### config.mk
export PLATFORM = sky130hd
export DESIGN_NAME = securepuf_eval_sched_flat
export DESIGN_NICKNAME = d
export VERILOG_FILES = /design/src/rtl/securepuf_eval_sched_if.sv /design/src/rtl/securepuf_eval_sched.sv /design/src/flat_wrapper.sv
export SDC_FILE = /design/constraint.sdc
export NUM_CORES = 1
export LEC_CHECK = 0
export ABC_AREA = 0
export ABC_CLOCK_PERIOD_IN_PS = 3100
export CAP_MARGIN = 20
export CORE_MARGIN = 4
export CORE_UTILIZATION = 35
export DETAILED_ROUTE_END_ITERATION = 8
export PLACE_DENSITY = 0.7
export SKIP_CTS_REPAIR_TIMING = 1
export SLEW_MARGIN = 10
export SYNTH_ARGS = -nofsm -noshare
export SYNTH_HDL_FRONTEND = slang
export SYNTH_SLANG_ARGS = --single-unit
### constraint.sdc
create_clock -name ACLK -period 3.1 [get_ports ACLK]
set_input_delay 0.31 -clock ACLK [delete_from_list [all_inputs] [get_ports ACLK]]
set_output_delay 0.31 -clock ACLK [all_outputs]
set_load 0.02 [all_outputs]
### src/rtl/securepuf_eval_sched_if.sv
// Requester, response and PUF-core signals of the securePUF evaluation scheduler.
// The scheduler uses the slave modport; the requesters/core side uses master.
interface securepuf_eval_sched_if #(
  parameter int CHAL_W = 64,
  parameter int RESP_W = 32
);
  logic              req0_valid;
  logic              req0_ready;
  logic [CHAL_W-1:0] req0_chal;
  logic              req1_valid;
  logic              req1_ready;
  logic [CHAL_W-1:0] req1_chal;
  logic              rsp_valid;
  logic              rsp_ready;
  logic              rsp_id;
  logic [RESP_W-1:0] rsp_data;
  logic              rsp_err;
  logic [CHAL_W-1:0] puf_chal;
  logic              puf_start;
  logic              puf_done;
  logic [RESP_W-1:0] puf_resp;
  logic              busy;

  modport slave (
    input  req0_valid, req0_chal, req1_valid, req1_chal, rsp_ready, puf_done, puf_resp,
    output req0_ready, req1_ready, rsp_valid, rsp_id, rsp_data, rsp_err, puf_chal, puf_start, busy
  );

  modport master (
    output req0_valid, req0_chal, req1_valid, req1_chal, rsp_ready, puf_done, puf_resp,
    input  req0_ready, req1_ready, rsp_valid, rsp_id, rsp_data, rsp_err, puf_chal, puf_start, busy
  );
endinterface

### src/rtl/securepuf_eval_sched.sv
// Round-robin scheduler for one securePUF core: accept -> SETTLE_CYC settle -> start -> wait done/timeout -> respond.
// Start fires SETTLE_CYC cycles after accept; response stalls in RESP until rsp_ready, blocking both requesters.
module securepuf_eval_sched #(
  parameter int CHAL_W      = 64,
  parameter int RESP_W      = 32,
  parameter int SETTLE_CYC  = 4,
  parameter int TIMEOUT_CYC = 255
) (
  input  logic                  ACLK,
  input  logic                  ARESET,
  securepuf_eval_sched_if.slave bus
);
  localparam int MAX_CYC = (SETTLE_CYC > TIMEOUT_CYC) ? SETTLE_CYC : TIMEOUT_CYC;
  localparam int CNT_W   = (MAX_CYC > 0) ? $clog2(MAX_CYC + 1) : 1;
  localparam logic [CNT_W-1:0] SETTLE_LAST = CNT_W'(SETTLE_CYC);
  localparam logic [CNT_W-1:0] EVAL_LAST   = CNT_W'(TIMEOUT_CYC - 1);

  typedef enum logic [1:0] {S_IDLE, S_SETTLE, S_EVAL, S_RESP} state_t;

  state_t            r_state;
  state_t            w_state_nxt;
  logic [CNT_W-1:0]  r_cnt;
  logic              r_rr_ptr;
  logic              r_rsp_id;
  logic              r_rsp_err;
  logic [CHAL_W-1:0] r_puf_chal;
  logic [RESP_W-1:0] r_rsp_data;
  logic              w_grant;
  logic              w_accept;
  logic              w_settle_done;
  logic              w_eval_timeout;
  logic              w_rsp_hs;

  // Grant is 1 only when req1 is the sole requester or the pointer favours it.
  assign w_grant        = bus.req1_valid & (~bus.req0_valid | r_rr_ptr);
  assign w_accept       = (r_state == S_IDLE) & ~ARESET & (bus.req0_valid | bus.req1_valid);
  assign w_settle_done  = (r_state == S_SETTLE) & (r_cnt == SETTLE_LAST);
  assign w_eval_timeout = (r_cnt == EVAL_LAST);
  assign w_rsp_hs       = (r_state == S_RESP) & bus.rsp_ready;

  always_ff @(posedge ACLK) begin
    if (ARESET) r_state <= S_IDLE;
    else        r_state <= w_state_nxt;
  end

  always_comb begin
    w_state_nxt = r_state;
    case (r_state)
      S_IDLE:   if (w_accept) w_state_nxt = S_SETTLE;
      S_SETTLE: if (w_settle_done) w_state_nxt = S_EVAL;
      S_EVAL:   if (bus.puf_done || w_eval_timeout) w_state_nxt = S_RESP;
      S_RESP:   if (bus.rsp_ready) w_state_nxt = S_IDLE;
      default:  w_state_nxt = S_IDLE;
    endcase
  end

  always_comb begin
    bus.req0_ready = 1'b0;
    bus.req1_ready = 1'b0;
    bus.puf_start  = 1'b0;
    bus.rsp_valid  = 1'b0;
    bus.busy       = (r_state != S_IDLE);
    case (r_state)
      S_IDLE: begin
        bus.req0_ready = w_accept & ~w_grant;
        bus.req1_ready = w_accept & w_grant;
      end
      S_SETTLE: bus.puf_start = w_settle_done;
      S_RESP:   bus.rsp_valid = 1'b1;
      default:  ;
    endcase
  end

  always_ff @(posedge ACLK) begin
    if (ARESET) begin
      r_cnt      <= '0;
      r_rr_ptr   <= 1'b0;
      r_rsp_id   <= 1'b0;
      r_rsp_err  <= 1'b0;
      r_puf_chal <= '0;
      r_rsp_data <= '0;
    end else begin
      case (r_state)
        S_IDLE: begin
          r_cnt <= '0;
          if (w_accept) begin
            r_puf_chal <= w_grant ? bus.req1_chal : bus.req0_chal;
            r_rsp_id   <= w_grant;
          end
        end
        S_SETTLE: r_cnt <= w_settle_done ? '0 : r_cnt + CNT_W'(1);
        S_EVAL: begin
          r_cnt <= r_cnt + CNT_W'(1);
          // A done arriving on the timeout cycle still yields a valid response.
          if (bus.puf_done) begin
            r_rsp_data <= bus.puf_resp;
            r_rsp_err  <= 1'b0;
          end else if (w_eval_timeout) begin
            r_rsp_data <= '0;
            r_rsp_err  <= 1'b1;
          end
        end
        S_RESP: begin
          if (w_rsp_hs) begin
            r_rr_ptr   <= ~r_rsp_id;
            r_rsp_data <= '0;
            r_puf_chal <= '0;
            r_rsp_err  <= 1'b0;
          end
        end
        default: r_cnt <= '0;
      endcase
    end
  end

  assign bus.puf_chal = r_puf_chal;
  assign bus.rsp_id   = r_rsp_id;
  assign bus.rsp_data = r_rsp_data;
  assign bus.rsp_err  = r_rsp_err;
endmodule

### src/flat_wrapper.sv
// flat-port wrapper written by rule: the top's interface ports become plain ports
module securepuf_eval_sched_flat 
#(
  parameter int CHAL_W      = 64,
  parameter int RESP_W      = 32,
  parameter int SETTLE_CYC  = 4,
  parameter int TIMEOUT_CYC = 255
)
  (ACLK, ARESET, bus_req0_valid, bus_req0_chal, bus_req1_valid, bus_req1_chal, bus_rsp_ready, bus_puf_done, bus_puf_resp, bus_req0_ready, bus_req1_ready, bus_rsp_valid, bus_rsp_id, bus_rsp_data, bus_rsp_err, bus_puf_chal, bus_puf_start, bus_busy);
  securepuf_eval_sched_if #(.CHAL_W(CHAL_W), .RESP_W(RESP_W)) bus_i ();
  input  logic ACLK;
  input  logic ARESET;
  input wire logic [$bits(bus_i.req0_valid)-1:0] bus_req0_valid;
  input wire logic [$bits(bus_i.req0_chal)-1:0] bus_req0_chal;
  input wire logic [$bits(bus_i.req1_valid)-1:0] bus_req1_valid;
  input wire logic [$bits(bus_i.req1_chal)-1:0] bus_req1_chal;
  input wire logic [$bits(bus_i.rsp_ready)-1:0] bus_rsp_ready;
  input wire logic [$bits(bus_i.puf_done)-1:0] bus_puf_done;
  input wire logic [$bits(bus_i.puf_resp)-1:0] bus_puf_resp;
  output wire logic [$bits(bus_i.req0_ready)-1:0] bus_req0_ready;
  output wire logic [$bits(bus_i.req1_ready)-1:0] bus_req1_ready;
  output wire logic [$bits(bus_i.rsp_valid)-1:0] bus_rsp_valid;
  output wire logic [$bits(bus_i.rsp_id)-1:0] bus_rsp_id;
  output wire logic [$bits(bus_i.rsp_data)-1:0] bus_rsp_data;
  output wire logic [$bits(bus_i.rsp_err)-1:0] bus_rsp_err;
  output wire logic [$bits(bus_i.puf_chal)-1:0] bus_puf_chal;
  output wire logic [$bits(bus_i.puf_start)-1:0] bus_puf_start;
  output wire logic [$bits(bus_i.busy)-1:0] bus_busy;
  assign bus_i.req0_valid = bus_req0_valid;
  assign bus_i.req0_chal = bus_req0_chal;
  assign bus_i.req1_valid = bus_req1_valid;
  assign bus_i.req1_chal = bus_req1_chal;
  assign bus_i.rsp_ready = bus_rsp_ready;
  assign bus_i.puf_done = bus_puf_done;
  assign bus_i.puf_resp = bus_puf_resp;
  assign bus_req0_ready = bus_i.req0_ready;
  assign bus_req1_ready = bus_i.req1_ready;
  assign bus_rsp_valid = bus_i.rsp_valid;
  assign bus_rsp_id = bus_i.rsp_id;
  assign bus_rsp_data = bus_i.rsp_data;
  assign bus_rsp_err = bus_i.rsp_err;
  assign bus_puf_chal = bus_i.puf_chal;
  assign bus_puf_start = bus_i.puf_start;
  assign bus_busy = bus_i.busy;
  securepuf_eval_sched #(.CHAL_W(CHAL_W), .RESP_W(RESP_W), .SETTLE_CYC(SETTLE_CYC), .TIMEOUT_CYC(TIMEOUT_CYC)) u_core (.ACLK(ACLK), .ARESET(ARESET), .bus(bus_i));
endmodule
==> metrics, run 1 <==
Final GP Congestion=0.785; Die Width=134 µm; Final Routed Wirelength=19.5 mm; worst flop-to-flop path endpoint=u_core.bus.rsp_err; Routed WL per cell=17.4 µm; M3 GR Usage=7.28%; Post-DP HPWL=13.1 mm; Pre-antenna DRT Iters=4; most common cell after layout, fill and taps aside=clkdlybuf4s50_1; Core Area=15400 µm²; Max Slew Vio Count=0; worst skew pair latency=350 ps; Max Clock Freq=0.386 GHz; setup ws final=511 ps; crit start category=register; CTS buffer count=9; port bufs=268; Compound-Gate Fraction of Synth Area=32.7%; worst r2r src=u_core.r_state[0]; Distinct cells, synth=38; Synth Instances=700; CTS sink cnt=109; boundary pin count=269; sequential fraction of the synthesis area=39.4%; Total Neg Setup Slack=0 ps; post-synthesis mux area share=0.362%; status=finished clean; largest net degree at the start of global routing=130; post-layout minimum cycle time=2590 ps; Setup CP Type=register to output port; die area=17900 µm²; global route hottest layer=met2; yosys warns=0; Hold Path Cell Cnt=3; Post-Synth Adder-Cell Area=1.81%; antenna fix cells=0; Post-synth EDFFs=0; CTS tree=done; DRT iter0 DRCs=365; FF-to-FF path depth=6; Slew headroom=33.8%; GR Overflow Total=0; Initial Util=36.0%; synthesized cell area=5540 µm²; syn nets=874; GRT Resource Usage Total=20.8%; main combinational cell family by area after synthesis=compound AO/OA/AOI/OAI gates; routed vias/inst=5.24; area grow syn2layout=55.0%; RSZ-0062 raised after global routing=false; Post-synth ARST share=0%; R2R setup slack=830 ps; pre-CTS WS=864 ps; post-synthesis simple-gate area fraction=19.7%; site row count=45; most frequent cells in the layout=clkdlybuf4s50_1 (266), dfxtp_1 (109), a21oi_1 (106), nand2_1 (78); Hold Fails Final Rpt=0; Min-Delay Endpoint=u_core.bus.rsp_id; Final Cycle Share=83.5%; Critical Path RT=2790 ps; via count=5905; layout cells sized above 1=4.04%; H-tree level count=3; Yosys reg bits=109; vias in the first global route=5429; Lkg Pwr=3.09 nW; xor and xnor area share after synthesis=0%; DIE HEIGHT=134 µm; # nets final=1085; post-synthesis average cell area=7.91 µm²; CP Max Fanout=5; Arr. time, crit path=2280 ps; met1 Track Usage GR=27.6%; clock input transition at the sequential cells of the worst setup and hold paths=70 ps; Detail Route Antenna Nets=0; Post-synth top flop=dfxtp_1; Worst setup EP type=output port; met2 Resource Use GR=32.2%; Remaining DRCs=0; Max-Cap Viols=0; # setup viols final=0; power per standard cell area=653 nW/µm²; VDD IR-drop max=0.331 mV; first-pass GRT wire length=30.3 mm; Longest Clk Path Bufs=2; root buf cell=clkbuf_16; layout filler cell count=1468; Hold Crit Class=input port to register; initial antenna violation count=0; Slew @ Worst Pin=993 ps; Final Skew=9.88 ps; Hold Crit Start=bus_req1_valid
[where the power goes]
part,total (mW),internal (mW),leakage [nW],switching (mW)
Clock,1.09,0.545,0.125,0.542
Combinational,2.66,1.14,2.07,1.52
Sequential,1.85,1.70,0.889,0.151
[registers in the layout, indices dropped and copies added (netlist names)]
| name | cells |
|---|---|
| u_core.r_cnt | 8 |
| u_core.bus.rsp_id | 1 |
| u_core.bus.puf_chal | 64 |
| u_core.bus.rsp_data | 32 |
| u_core.r_state | 2 |
| u_core.bus.rsp_err | 1 |
| u_core.r_rr_ptr | 1 |
[kinds of logic (layout without fill, tap and decap cells)]
kind of cell             count (synthesis)  count (layout)
AO/OA/AOI/OAI                          286             286
flip-flops                             109             109
multiplexers                             2               2
buffers and inverters                   87             302
adder cells (fa/ha/maj)                  8               8
AND/OR/NAND/NOR                        208             208
[critical path, stage by stage (launching register included)]
cell and delay (ps):
dfxtp_1 350, inv_1 110, ha_1 150, nor4bb_1 460, and3_1 230, clkdlybuf4s50_1 630
[metrics by stage]
step / std cells / instance area, µm² / power (mW) / hold slack (ps) / util, %
after global routing: 1126 / 8580 / 5.94 / 336 / 55.8
final: 1126 / 8580 / 5.60 / 316 / 55.8
after CTS: 1126 / 8580 / 5.66 / 304 / 55.8
after global placement: 1111 / 8310 / 4.54 / 436 / 54.1
after detailed placement: 1111 / 8310 / 4.56 / 444 / 54.1
after floorplan: 700 / 5540 / 3.33 / 468 / -
[how the worst max path moves through the flow]
stage | from | to | cells past startpoint
after floorplan | u_core.r_state[0] | u_core.bus.puf_chal[0] | 8
after global placement | u_core.r_state[0] | u_core.bus.rsp_err | 6
after detailed placement | u_core.r_state[0] | u_core.bus.rsp_err | 6
after CTS | u_core.r_cnt[0] | bus_puf_start | 5
after global routing | u_core.r_cnt[0] | bus_puf_start | 5
final | u_core.r_cnt[0] | bus_puf_start | 5
[per-layer routing]
metal  vias to the layer above  share of wire (%)
met5                         -                  0
met4                         0                1.5
met3                        16                9.5
met2                       207                 44
met1                      2707                 45
li1                       2975                  -
[cell usage after synthesis, types with 2 or more instances]
| cell type | count | area (µm²) |
|---|---|---|
| nand4_1 | 32 | 200 |
| a31oi_1 | 2 | 12.5 |
| nand2b_1 | 5 | 31.3 |
| nand3_1 | 8 | 40.0 |
| a21oi_1 | 106 | 531 |
| buf_2 | 8 | 40.0 |
| nand2_1 | 78 | 293 |
| clkbuf_1 | 72 | 270 |
| o211ai_1 | 65 | 488 |
| o21ai_0 | 35 | 175 |
| and3_1 | 65 | 407 |
| nor2_1 | 3 | 11.3 |
| ha_1 | 8 | 100 |
| a21boi_0 | 64 | 480 |
| inv_1 | 7 | 26.3 |
| o21ai_1 | 4 | 20.0 |
| dfxtp_1 | 109 | 2180 |
| mux2i_1 | 2 | 20.0 |
| and2_1 | 2 | 12.5 |
| nor4_1 | 3 | 18.8 |
| nor3_1 | 5 | 25.0 |
[layout make-up]
cell class / instances / area, µm² / share of cell area (%)
flip-flops and latches: 109 / 2180 / 25.4
well taps: 211 / 264 / 3.08
clock inverters: 5 / 37.5 / 0.438
multi-input cells: 504 / 3040 / 35.4
inverters: 7 / 26.3 / 0.306
repair buffers: 280 / 2800 / 32.7
clock buffers: 10 / 229 / 2.67
(Power assumes the default switching activity.)
==> run 2: changes to the inputs <==
--- a/config.mk
+++ b/config.mk
@@ -6,12 +6,12 @@
 export NUM_CORES = 1
 export LEC_CHECK = 0
 export ABC_AREA = 0
-export ABC_CLOCK_PERIOD_IN_PS = 3100
+export ABC_CLOCK_PERIOD_IN_PS = 2300
 export CAP_MARGIN = 20
 export CORE_MARGIN = 4
 export CORE_UTILIZATION = 35
 export DETAILED_ROUTE_END_ITERATION = 8
-export PLACE_DENSITY = 0.7
+export PLACE_DENSITY = 0.73
 export SKIP_CTS_REPAIR_TIMING = 1
 export SLEW_MARGIN = 10
 export SYNTH_ARGS = -nofsm -noshare
==> constraint.sdc (replaced) <==
create_clock -name ACLK -period 2.3 [get_ports ACLK]
set_input_delay 0.23 -clock ACLK [delete_from_list [all_inputs] [get_ports ACLK]]
set_output_delay 0.23 -clock ACLK [all_outputs]
set_load 0.02 [all_outputs]
==> metrics, run 2 (same netlist as run 1, synthesis figures left out) <==
boundary pin count=269; Hold Crit Class=input port to register; Arr. time, crit path=1880 ps; Reg area=2180 µm²; clock input transition at the sequential cells of the worst setup and hold paths=70 ps; CTS sink cnt=109; Slew @ Worst Pin=682 ps; GRT Resource Usage Total=20.6%; CP Max Fanout=10; largest net degree at the start of global routing=130; layout cells sized above 1=4.67%; routed vias/inst=5.23; area grow syn2layout=56.3%; Final Routed Wirelength=19.6 mm; GR Overflow Total=0; DRT iter0 DRCs=345; Setup CP Type=register to output port; site row count=45; CTS buffer count=9; most frequent cells in the layout=clkdlybuf4s50_1 (262), dfxtp_1 (109), a21oi_1 (106), nand2_1 (78); global route hottest layer=met2; layout filler cell count=1461; pre-CTS WS=271 ps; first-pass GRT wire length=29.6 mm; H-tree level count=3; placed cell count=1116; Total Neg Setup Slack=0 ps; M3 GR Usage=7.80%; crit start category=register; setup ws final=192 ps; Max-Cap Viols=0; port bufs=268; # setup viols final=0; vias in the first global route=5456; Final Cycle Share=91.7%; Routed WL per cell=17.3 µm; die area=17900 µm²; met2 Resource Use GR=32.6%; Hold Fails Final Rpt=0; VDD IR-drop max=0.591 mV; Die Width=134 µm; Critical Path RT=2070 ps; area occupied by multi-input gates=3040 µm²; Largest register FFs=64; Pre-antenna DRT Iters=4; status=finished clean; root buf cell=clkbuf_16; Slew headroom=54.5%; worst skew pair latency=350 ps; Max Slew Vio Count=0; met1 Track Usage GR=26.1%; Longest Clk Path Bufs=2; DIE HEIGHT=134 µm; fin cells=1132; Detail Route Antenna Nets=0; Initial Util=36.0%; Final GP Congestion=0.803; Final Skew=10.1 ps; most common cell after layout, fill and taps aside=clkdlybuf4s50_1; Core Area=15400 µm²; antenna fix cells=0; Lkg Pwr=3.18 nW; power per standard cell area=878 nW/µm²; post-layout minimum cycle time=2110 ps; Post-DP HPWL=13.5 mm; CTS tree=done; initial antenna violation count=0; Max Clock Freq=0.474 GHz; RSZ-0062 raised after global routing=false; Tot Pwr=7.60 mW; # nets final=1090; via count=5916; Worst setup EP type=output port; Remaining DRCs=0
## run 2: worst paths after layout
path,from,cells past startpoint,slack [ps],endpoint
worst max-delay path,u_core.r_state[0],3,190,bus_rsp_valid
worst min-delay path,ARESET,2,230,u_core.r_rr_ptr
worst max register to register,u_core.r_cnt[0],7,300,u_core.r_cnt[7]
worst min register to register,u_core.bus.puf_chal[43],2,450,u_core.bus.puf_chal[43]
## run 2: power by group
part / switching (mW) / internal (mW) / leakage, nW / total (mW)
Clock: 0.685 / 0.794 / 0.132 / 1.48
Combinational: 2.04 / 1.57 / 2.16 / 3.61
Sequential: 0.216 / 2.29 / 0.889 / 2.51
## run 2: cell type report
type                            count  share of cell area, %
Timing Repair Buffer              285                   33.1
Multi-Input combinational cell    504                   35.1
Inverter                            7                  0.304
Clock inverter                      3                  0.231
Sequential cell                   109                   25.2
Clock buffer                       13                   3.01
Tap cell                          211                   3.05
## run 2: metrics by stage
step	hold WS [ps]	utilization, %	area (µm²)
after floorplan	405	-	5540
after global placement	436	54.4	8360
after detailed placement	442	54.4	8360
after CTS	218	56.2	8640
after global routing	231	56.3	8660
final	230	56.3	8660
## run 2: metal layers
| metal | vias up | share of wire [%] |
|---|---|---|
| met5 | - | 0 |
| met4 | 0 | 1.5 |
| met3 | 20 | 9.8 |
| met2 | 215 | 46 |
| met1 | 2693 | 43 |
| li1 | 2988 | - |
## run 2: worst max-delay path: stages (launching register included)
cell,delay [ps]
dfxtp_1,390
ha_2,300
buf_4,200
clkdlybuf4s50_1,630
